$ cat config.mk
export PLATFORM = sky130hd
export DESIGN_NAME = adc_scan_sequencer
export DESIGN_NICKNAME = d
export VERILOG_FILES = /design/src/rtl/adc_seq_pkg.sv /design/src/rtl/adc_chan_picker.sv /design/src/rtl/adc_scan_sequencer.sv
export SDC_FILE = /design/constraint.sdc
export NUM_CORES = 1
export LEC_CHECK = 0
export ABC_AREA = 1
export CAP_MARGIN = 20
export CORE_ASPECT_RATIO = 1.25
export CORE_MARGIN = 1
export CORE_UTILIZATION = 50
export CTS_CLUSTER_DIAMETER = 80
export DETAILED_ROUTE_END_ITERATION = 8
export PLACE_DENSITY = 0.73
export SKIP_LAST_GASP = 1
export SLEW_MARGIN = 20
export SYNTH_ARGS = -nofsm -noshare
export SYNTH_HDL_FRONTEND = slang
export SYNTH_SLANG_ARGS = --single-unit
$ cat constraint.sdc
create_clock -name clk -period 10.3 [get_ports clk]
set_clock_uncertainty 0.1 [all_clocks]
set_input_delay 2.575 -clock clk [delete_from_list [all_inputs] [get_ports clk]]
set_output_delay 2.575 -clock clk [all_outputs]
set_load 0.05 [all_outputs]
$ cat src/rtl/adc_seq_pkg.sv
// rtl/adc_seq_pkg.sv - shared types, register map and field layout for the ADC scan sequencer
package adc_seq_pkg;

  typedef enum logic [1:0] {
    ST_IDLE  = 2'd0,
    ST_ISSUE = 2'd1,
    ST_WAIT  = 2'd2,
    ST_FLUSH = 2'd3
  } seq_state_e;

  localparam logic [3:0] ADDR_CTRL    = 4'd0;
  localparam logic [3:0] ADDR_STATUS  = 4'd1;
  localparam logic [3:0] ADDR_RESULT0 = 4'd2;
  localparam logic [3:0] ADDR_RESULT7 = 4'd9;

  localparam int CTRL_RUN      = 0;
  localparam int CTRL_ONESHOT  = 1;
  localparam int CTRL_IE       = 2;
  localparam int CTRL_MASK_LSB = 8;

  localparam int STAT_BUSY      = 0;
  localparam int STAT_DONE      = 1;
  localparam int STAT_ERR       = 2;
  localparam int STAT_FRESH_LSB = 8;

  typedef struct packed {
    logic [18:0] rsvd;
    logic        valid;
    logic [11:0] data;
  } result_word_t;

  function automatic logic [31:0] pack_result(input logic valid, input logic [11:0] data);
    result_word_t w;
    w.rsvd  = '0;
    w.valid = valid;
    w.data  = data;
    return w;
  endfunction

endpackage

$ cat src/rtl/adc_chan_picker.sv
// rtl/adc_chan_picker.sv - round-robin search for the next enabled channel after 'last'
module adc_chan_picker
#(
  parameter int NUM_CH = 8
) (
  input  logic [7:0] en_mask_i,
  input  logic [2:0] last_i,
  output logic [2:0] next_o,
  output logic       found_o
);

  logic [7:0] mask_eff;
  logic [2:0] idx;

  always_comb begin
    mask_eff = '0;
    for (int c = 0; c < 8; c++) begin
      if (c < NUM_CH) mask_eff[c] = en_mask_i[c];
    end
  end

  // Walk from the farthest candidate down so the nearest enabled channel after 'last' wins.
  always_comb begin
    next_o  = '0;
    found_o = 1'b0;
    idx     = '0;
    for (int i = NUM_CH; i >= 1; i--) begin
      idx = 3'((int'(last_i) + i) % NUM_CH);
      if (mask_eff[idx]) begin
        next_o  = idx;
        found_o = 1'b1;
      end
    end
  end

endmodule

$ cat src/rtl/adc_scan_sequencer.sv
// rtl/adc_scan_sequencer.sv - time-shares one LTC2308 engine across channels and re-tags pipelined results
module adc_scan_sequencer
  import adc_seq_pkg::*;
#(
  parameter int NUM_CH  = 8,
  parameter int TIMEOUT = 2**20
) (
  input  logic        clk,
  input  logic        reset_n,
  output logic [2:0]  adc_chan,
  output logic        adc_start,
  input  logic        adc_busy,
  input  logic        adc_done,
  input  logic [11:0] adc_data,
  input  logic [3:0]  avs_address,
  input  logic        avs_read,
  input  logic        avs_write,
  input  logic [31:0] avs_writedata,
  output logic [31:0] avs_readdata,
  output logic        irq
);

  seq_state_e  state_q, state_d;

  logic        run_q, oneshot_q, ie_q;
  logic [7:0]  en_mask_q;
  logic        scan_done_q, err_q;
  logic [7:0]  fresh_q, valid_q;
  logic [11:0] data_q [8];

  logic [2:0]  cur_q, prev_chan_q;
  logic        prev_valid_q, flush_issued_q, scan_oneshot_q;
  logic [31:0] wd_q;
  logic [31:0] readdata_q;

  logic [2:0]  pick_last, pick_next;
  logic        pick_found;
  logic        start_scan, oneshot_drop, take_next, wait_done, flush_done;
  logic        wd_expire, store_en, busy;
  logic        ctrl_wr, stat_wr, res_sel;
  logic [2:0]  res_idx;
  logic [7:0]  store_mask, read_mask;
  logic [31:0] rd_word;

  logic unused_wdata;
  assign unused_wdata = &{1'b0, avs_writedata[31:16], avs_writedata[7:3]};

  // A oneshot starts from the lowest enabled bit, so search as if the last channel was the top one.
  assign pick_last = (state_q == ST_IDLE && !run_q) ? 3'(NUM_CH - 1) : cur_q;

  adc_chan_picker #(.NUM_CH(NUM_CH)) u_picker (
    .en_mask_i (en_mask_q),
    .last_i    (pick_last),
    .next_o    (pick_next),
    .found_o   (pick_found)
  );

  assign wd_expire = (wd_q == 32'(TIMEOUT - 1)) && !adc_done &&
                     ((state_q == ST_WAIT) || (state_q == ST_FLUSH && flush_issued_q));

  always_ff @(posedge clk or negedge reset_n) begin
    if (!reset_n) state_q <= ST_IDLE;
    else          state_q <= state_d;
  end

  always_comb begin
    state_d      = state_q;
    start_scan   = 1'b0;
    oneshot_drop = 1'b0;
    take_next    = 1'b0;
    wait_done    = 1'b0;
    flush_done   = 1'b0;
    case (state_q)
      ST_IDLE: begin
        if (run_q || oneshot_q) begin
          if (pick_found) begin
            start_scan = 1'b1;
            state_d    = ST_ISSUE;
          end else begin
            oneshot_drop = 1'b1;
          end
        end
      end
      ST_ISSUE: begin
        if (!adc_busy) state_d = ST_WAIT;
      end
      ST_WAIT: begin
        if (adc_done) begin
          wait_done = 1'b1;
          if (run_q ? pick_found : (scan_oneshot_q && pick_found && (pick_next > cur_q))) begin
            take_next = 1'b1;
            state_d   = ST_ISSUE;
          end else begin
            state_d = ST_FLUSH;
          end
        end else if (wd_expire) begin
          state_d = ST_IDLE;
        end
      end
      ST_FLUSH: begin
        if (flush_issued_q) begin
          if (adc_done) begin
            flush_done = 1'b1;
            state_d    = ST_IDLE;
          end else if (wd_expire) begin
            state_d = ST_IDLE;
          end
        end
      end
      default: state_d = ST_IDLE;
    endcase
  end

  always_comb begin
    adc_start = 1'b0;
    case (state_q)
      ST_ISSUE: adc_start = !adc_busy;
      ST_FLUSH: adc_start = !flush_issued_q && !adc_busy;
      default:  adc_start = 1'b0;
    endcase
    busy = (state_q != ST_IDLE);
  end

  assign adc_chan = cur_q;

  // Sequencing datapath: channel tracking, pipeline tag and watchdog.
  always_ff @(posedge clk or negedge reset_n) begin
    if (!reset_n) begin
      cur_q          <= '0;
      prev_chan_q    <= '0;
      prev_valid_q   <= 1'b0;
      flush_issued_q <= 1'b0;
      scan_oneshot_q <= 1'b0;
      wd_q           <= '0;
    end else begin
      if (start_scan || take_next) cur_q <= pick_next;
      if (start_scan) scan_oneshot_q <= !run_q;
      if (wait_done) begin
        prev_chan_q  <= cur_q;
        prev_valid_q <= 1'b1;
      end
      if (flush_done || wd_expire) prev_valid_q <= 1'b0;
      flush_issued_q <= (state_d == ST_FLUSH) && (flush_issued_q || adc_start);
      wd_q <= (state_q == ST_ISSUE || adc_start) ? '0 : wd_q + 32'd1;
    end
  end

  assign ctrl_wr    = avs_write && (avs_address == ADDR_CTRL);
  assign stat_wr    = avs_write && (avs_address == ADDR_STATUS);
  assign res_sel    = (avs_address >= ADDR_RESULT0) && (avs_address <= ADDR_RESULT7);
  assign res_idx    = 3'(avs_address - ADDR_RESULT0);
  assign store_en   = (wait_done || flush_done) && prev_valid_q;
  assign store_mask = store_en ? (8'd1 << prev_chan_q) : 8'd0;
  assign read_mask  = (avs_read && res_sel) ? (8'd1 << res_idx) : 8'd0;

  always_ff @(posedge clk or negedge reset_n) begin
    if (!reset_n) begin
      run_q       <= 1'b0;
      oneshot_q   <= 1'b0;
      ie_q        <= 1'b0;
      en_mask_q   <= '0;
      scan_done_q <= 1'b0;
      err_q       <= 1'b0;
      fresh_q     <= '0;
      valid_q     <= '0;
      for (int n = 0; n < 8; n++) data_q[n] <= '0;
    end else begin
      if (ctrl_wr) begin
        run_q     <= avs_writedata[CTRL_RUN];
        ie_q      <= avs_writedata[CTRL_IE];
        en_mask_q <= avs_writedata[CTRL_MASK_LSB +: 8];
      end
      oneshot_q <= (oneshot_q && !(start_scan || oneshot_drop)) ||
                   (ctrl_wr && avs_writedata[CTRL_ONESHOT]);

      if (stat_wr && avs_writedata[STAT_DONE]) scan_done_q <= 1'b0;
      if (flush_done && scan_oneshot_q)        scan_done_q <= 1'b1;
      if (stat_wr && avs_writedata[STAT_ERR])  err_q <= 1'b0;
      if (wd_expire)                           err_q <= 1'b1;

      // A store landing with a RESULT read of the same channel keeps it fresh.
      fresh_q <= (fresh_q & ~read_mask) | store_mask;
      valid_q <= valid_q | store_mask;
      if (store_en) data_q[prev_chan_q] <= adc_data;
    end
  end

  always_comb begin
    rd_word = '0;
    if (avs_address == ADDR_CTRL) begin
      rd_word[CTRL_RUN]              = run_q;
      rd_word[CTRL_ONESHOT]          = oneshot_q;
      rd_word[CTRL_IE]               = ie_q;
      rd_word[CTRL_MASK_LSB +: 8]    = en_mask_q;
    end else if (avs_address == ADDR_STATUS) begin
      rd_word[STAT_BUSY]             = busy;
      rd_word[STAT_DONE]             = scan_done_q;
      rd_word[STAT_ERR]              = err_q;
      rd_word[STAT_FRESH_LSB +: 8]   = fresh_q;
    end else if (res_sel) begin
      rd_word = pack_result(valid_q[res_idx], data_q[res_idx]);
    end
  end

  always_ff @(posedge clk or negedge reset_n) begin
    if (!reset_n)      readdata_q <= '0;
    else if (avs_read) readdata_q <= rd_word;
  end

  assign avs_readdata = readdata_q;
  assign irq          = scan_done_q && ie_q;

endmodule

==> summary.txt <==
Floorplan
  • Die W: 123 um
  • Num rows: 55
  • Num ports: 91
  • Initial core utilization: 51.0%
  • Core area: 0.0180 mm^2
  • Die span in y: 154 um
  • Die Area: 0.0190 mm^2

Critical path
  • Req. time, crit path: 7.63 ns
  • Crit path capture type: output pin
  • Worst reg2reg setup slack: 6.64 ns
  • Reg2Reg Depth: 27
  • Largest fanout on the critical path: 2
  • Crit path DAT: 4.13 ns
  • CP Launch Type: primary input
  • R2R Path End: adc_chan[1]$_DFFE_PN0P_
  • Crit path kind: primary input to output pin
  • Reg-to-Reg Start: state_q[1]$_DFF_PN0_

Routing
  • Vias: 7,772
  • DRC violations left: 0
  • Initial DRC Count: 581
  • Antenna Nets Post-Route: 0
  • Final wirelength: 22,200 um
  • Vias per cell: 5.52
  • Routed len/inst: 15.8 um
  • TritonRoute pass-1 iters: 5

STA
  • Setup ws final: 3.49 ns
  • Setup TNS: 0 ns
  • Max-slew violations: 0
  • Slew @ Worst Pin: 1.08 ns
  • Final setup fails: 0
  • Final Cycle Share: 66.1%
  • Unrepaired setup endpoints after global routing: false
  • WHS: 0.356 ns
  • Max-Slew Margin vs Limit: 27.6%
  • Final-report hold violation count: 0
  • Final min period: 6.81 ns
  • Fmax: 147 MHz

CTS
  • Clk sink count: 184
  • CTS Buf Count: 17
  • Clock-pin slew on the worst setup and hold paths: 0.07 ns
  • Worst-Skew Late Latency: 0.44 ns
  • Clk buf depth: 2
  • Root buffer selected by CTS: clkbuf_16
  • Post-CTS Resized: 0
  • CTS HTree Levels: 4
  • CTS Hold Bufs: 0
  • CTS tree: yes
  • Setup bufs post-CTS: 0

Synth
  • Top cell type's share of synthesized area: 50.0%
  • Leading area contributor after synthesis: dfrtp_1
  • Sequential share of the synthesized area: 50.0%
  • Cells after Synth: 1,126
  • Flops & latches, synth: 184
  • Ys Warns: 0
  • Synthesized area per cell: 8.17 um^2
  • Dominant cells by area after synthesis: dfrtp_1 (50%), nand2_1 (11%), o21ai_0 (8.4%), inv_1 (4.9%), o22ai_1 (3.9%)
  • Post-synthesis cell area: 0.00920 mm^2
  • Yosys cell types: 42

Cells and area
  • Leading cell type in the layout, fill and taps excluded: nand2_1
  • Inserted Diodes: 0
  • Syn-to-layout area delta: 14.1%
  • Layout cells sized above 1: 7.89%
  • Nets: 1,226
  • Final Core Density: 58.2%
  • Commonest non-fill, non-tap cells in the layout: nand2_1 (261), dfrtp_1 (184), o21ai_0 (154)

Place
  • Port Buf Inserts: 53
  • Placed wire-length estimate: 14,500 um
  • Placer Congestion: 0.922
  • Pre-CTS WS: 3.50 ns

Min path
  • Hold EP: scan_oneshot_q$_DFFE_PN0P_
  • Hold path start: run_q$_DFFE_PN0P_
  • Hold depth: 1
  • Hold/Removal Path Class: flop to flop

Pwr
  • P_leak: 4.90 nW
  • Worst VDD drop: 136 uV
  • PD cells: 265 mW/mm^2

Global route
  • Global-route wire length before repair: 36,500 um
  • Gr ovfl total: 0
  • All-Layer GR Usage: 24.9%
  • Vias in the first global route: 7,344
  • Largest net degree at the start of global routing: 124
  • Antenna violations before repair: 0

Status
  • Outcome: finished clean

Flow run
  • Max Cap Violations: 0
-- cell usage after synthesis, drive strengths merged --
cell,n
a22oi,4
a211oi,1
o22ai,57
nand2,279
xor2,4
conb,1
a221oi,1
xnor2,4
dfrtp,184
nor2,70
nand3b,1
ha,6
and2,2
nor3,22
o21ai,158
clkbuf,35
nand3,82
o21a,2
a21oi,27
a21boi,1
nor4,8
clkinv,1
a31oi,4
mux2,1
a32o,5
nand4,19
o41ai,1
buf,22
o2111ai,1
inv,123
-- layer usage --
| metal | global-route usage (%) | routed length, um | vias up |
|---|---|---|---|
| met2 | 42.4 | 11200 | 209 |
| met5 | 0 | 0 | - |
| li1 | - | - | 3816 |
| met1 | 31.6 | 9550 | 3714 |
| met4 | 8.20 | 466 | 0 |
| met3 | 4.53 | 917 | 33 |
-- registers in the layout, summed over array words and instances, names as in the netlist --
| register | count |
|---|---|
| run_q | 1 |
| ie_q | 1 |
| adc_chan | 3 |
| valid_q | 8 |
| flush_issued_q | 1 |
| state_q | 2 |
| data_q | 96 |
| scan_done_q | 1 |
| prev_chan_q | 3 |
| wd_q | 32 |
| oneshot_q | 1 |
| scan_oneshot_q | 1 |
| prev_valid_q | 1 |
| en_mask_q | 8 |
| err_q | 1 |
| avs_readdata | 16 |
| fresh_q | 8 |
-- power by group --
part           leakage (nW)  total [mW]  internal, mW  switching (mW)
Sequential             2.39        1.04         0.918           0.127
Clock                 0.304       0.695         0.393           0.302
Combinational          2.21        1.04         0.366           0.673
-- critical path, cell delays in order --
cell and delay, ns:
clkdlybuf4s50_1 0.44, nor2_1 0.17, nand2_1 0.09, inv_1 0.08, clkdlybuf4s50_1 0.79
-- cell families after synthesis --
kind of cell | Yosys count | share of synthesized area, %
multiplexers | 1 | 0.122
AO/OA/AOI/OAI | 262 | 15.8
buffers and inverters | 181 | 8.23
other | 1 | 0.0408
AND/OR/NAND/NOR | 483 | 24.2
XOR/XNOR | 8 | 0.762
flip-flops | 184 | 50.0
adder cells (fa/ha/maj) | 6 | 0.816
-- area by class of cell --
cell class                      instances  area (um^2)
Fill cell                            1672         7530
Clock inverter                         15          208
Multi-Input combinational cell        776         3890
Clock buffer                           17          425
Tap cell                              228          285
Sequential cell                       184         4600
Inverter                              124          467
Timing Repair Buffer                   63          617
-- metrics by stage --
stage	std cells	power (mW)	instance area [um^2]
after CTS	1406	2.79	10500
after floorplan	1141	1.84	9260
after detailed placement	1374	2.09	9850
final	1407	2.78	10500
after global placement	1374	2.05	9850
after global routing	1407	2.98	10500
-- how the worst max path moves through the flow --
stage / to / startpoint / slack (ns) / cells after the start
final: adc_start / adc_busy / 3.49 / 5
after global routing: adc_start / adc_busy / 3.45 / 5
after CTS: adc_start / adc_busy / 3.50 / 5
after detailed placement: adc_start / adc_busy / 3.50 / 5
after global placement: adc_start / adc_busy / 3.51 / 5
after floorplan: adc_start / adc_busy / 4.55 / 3
Power figures use the tool's default switching activity.
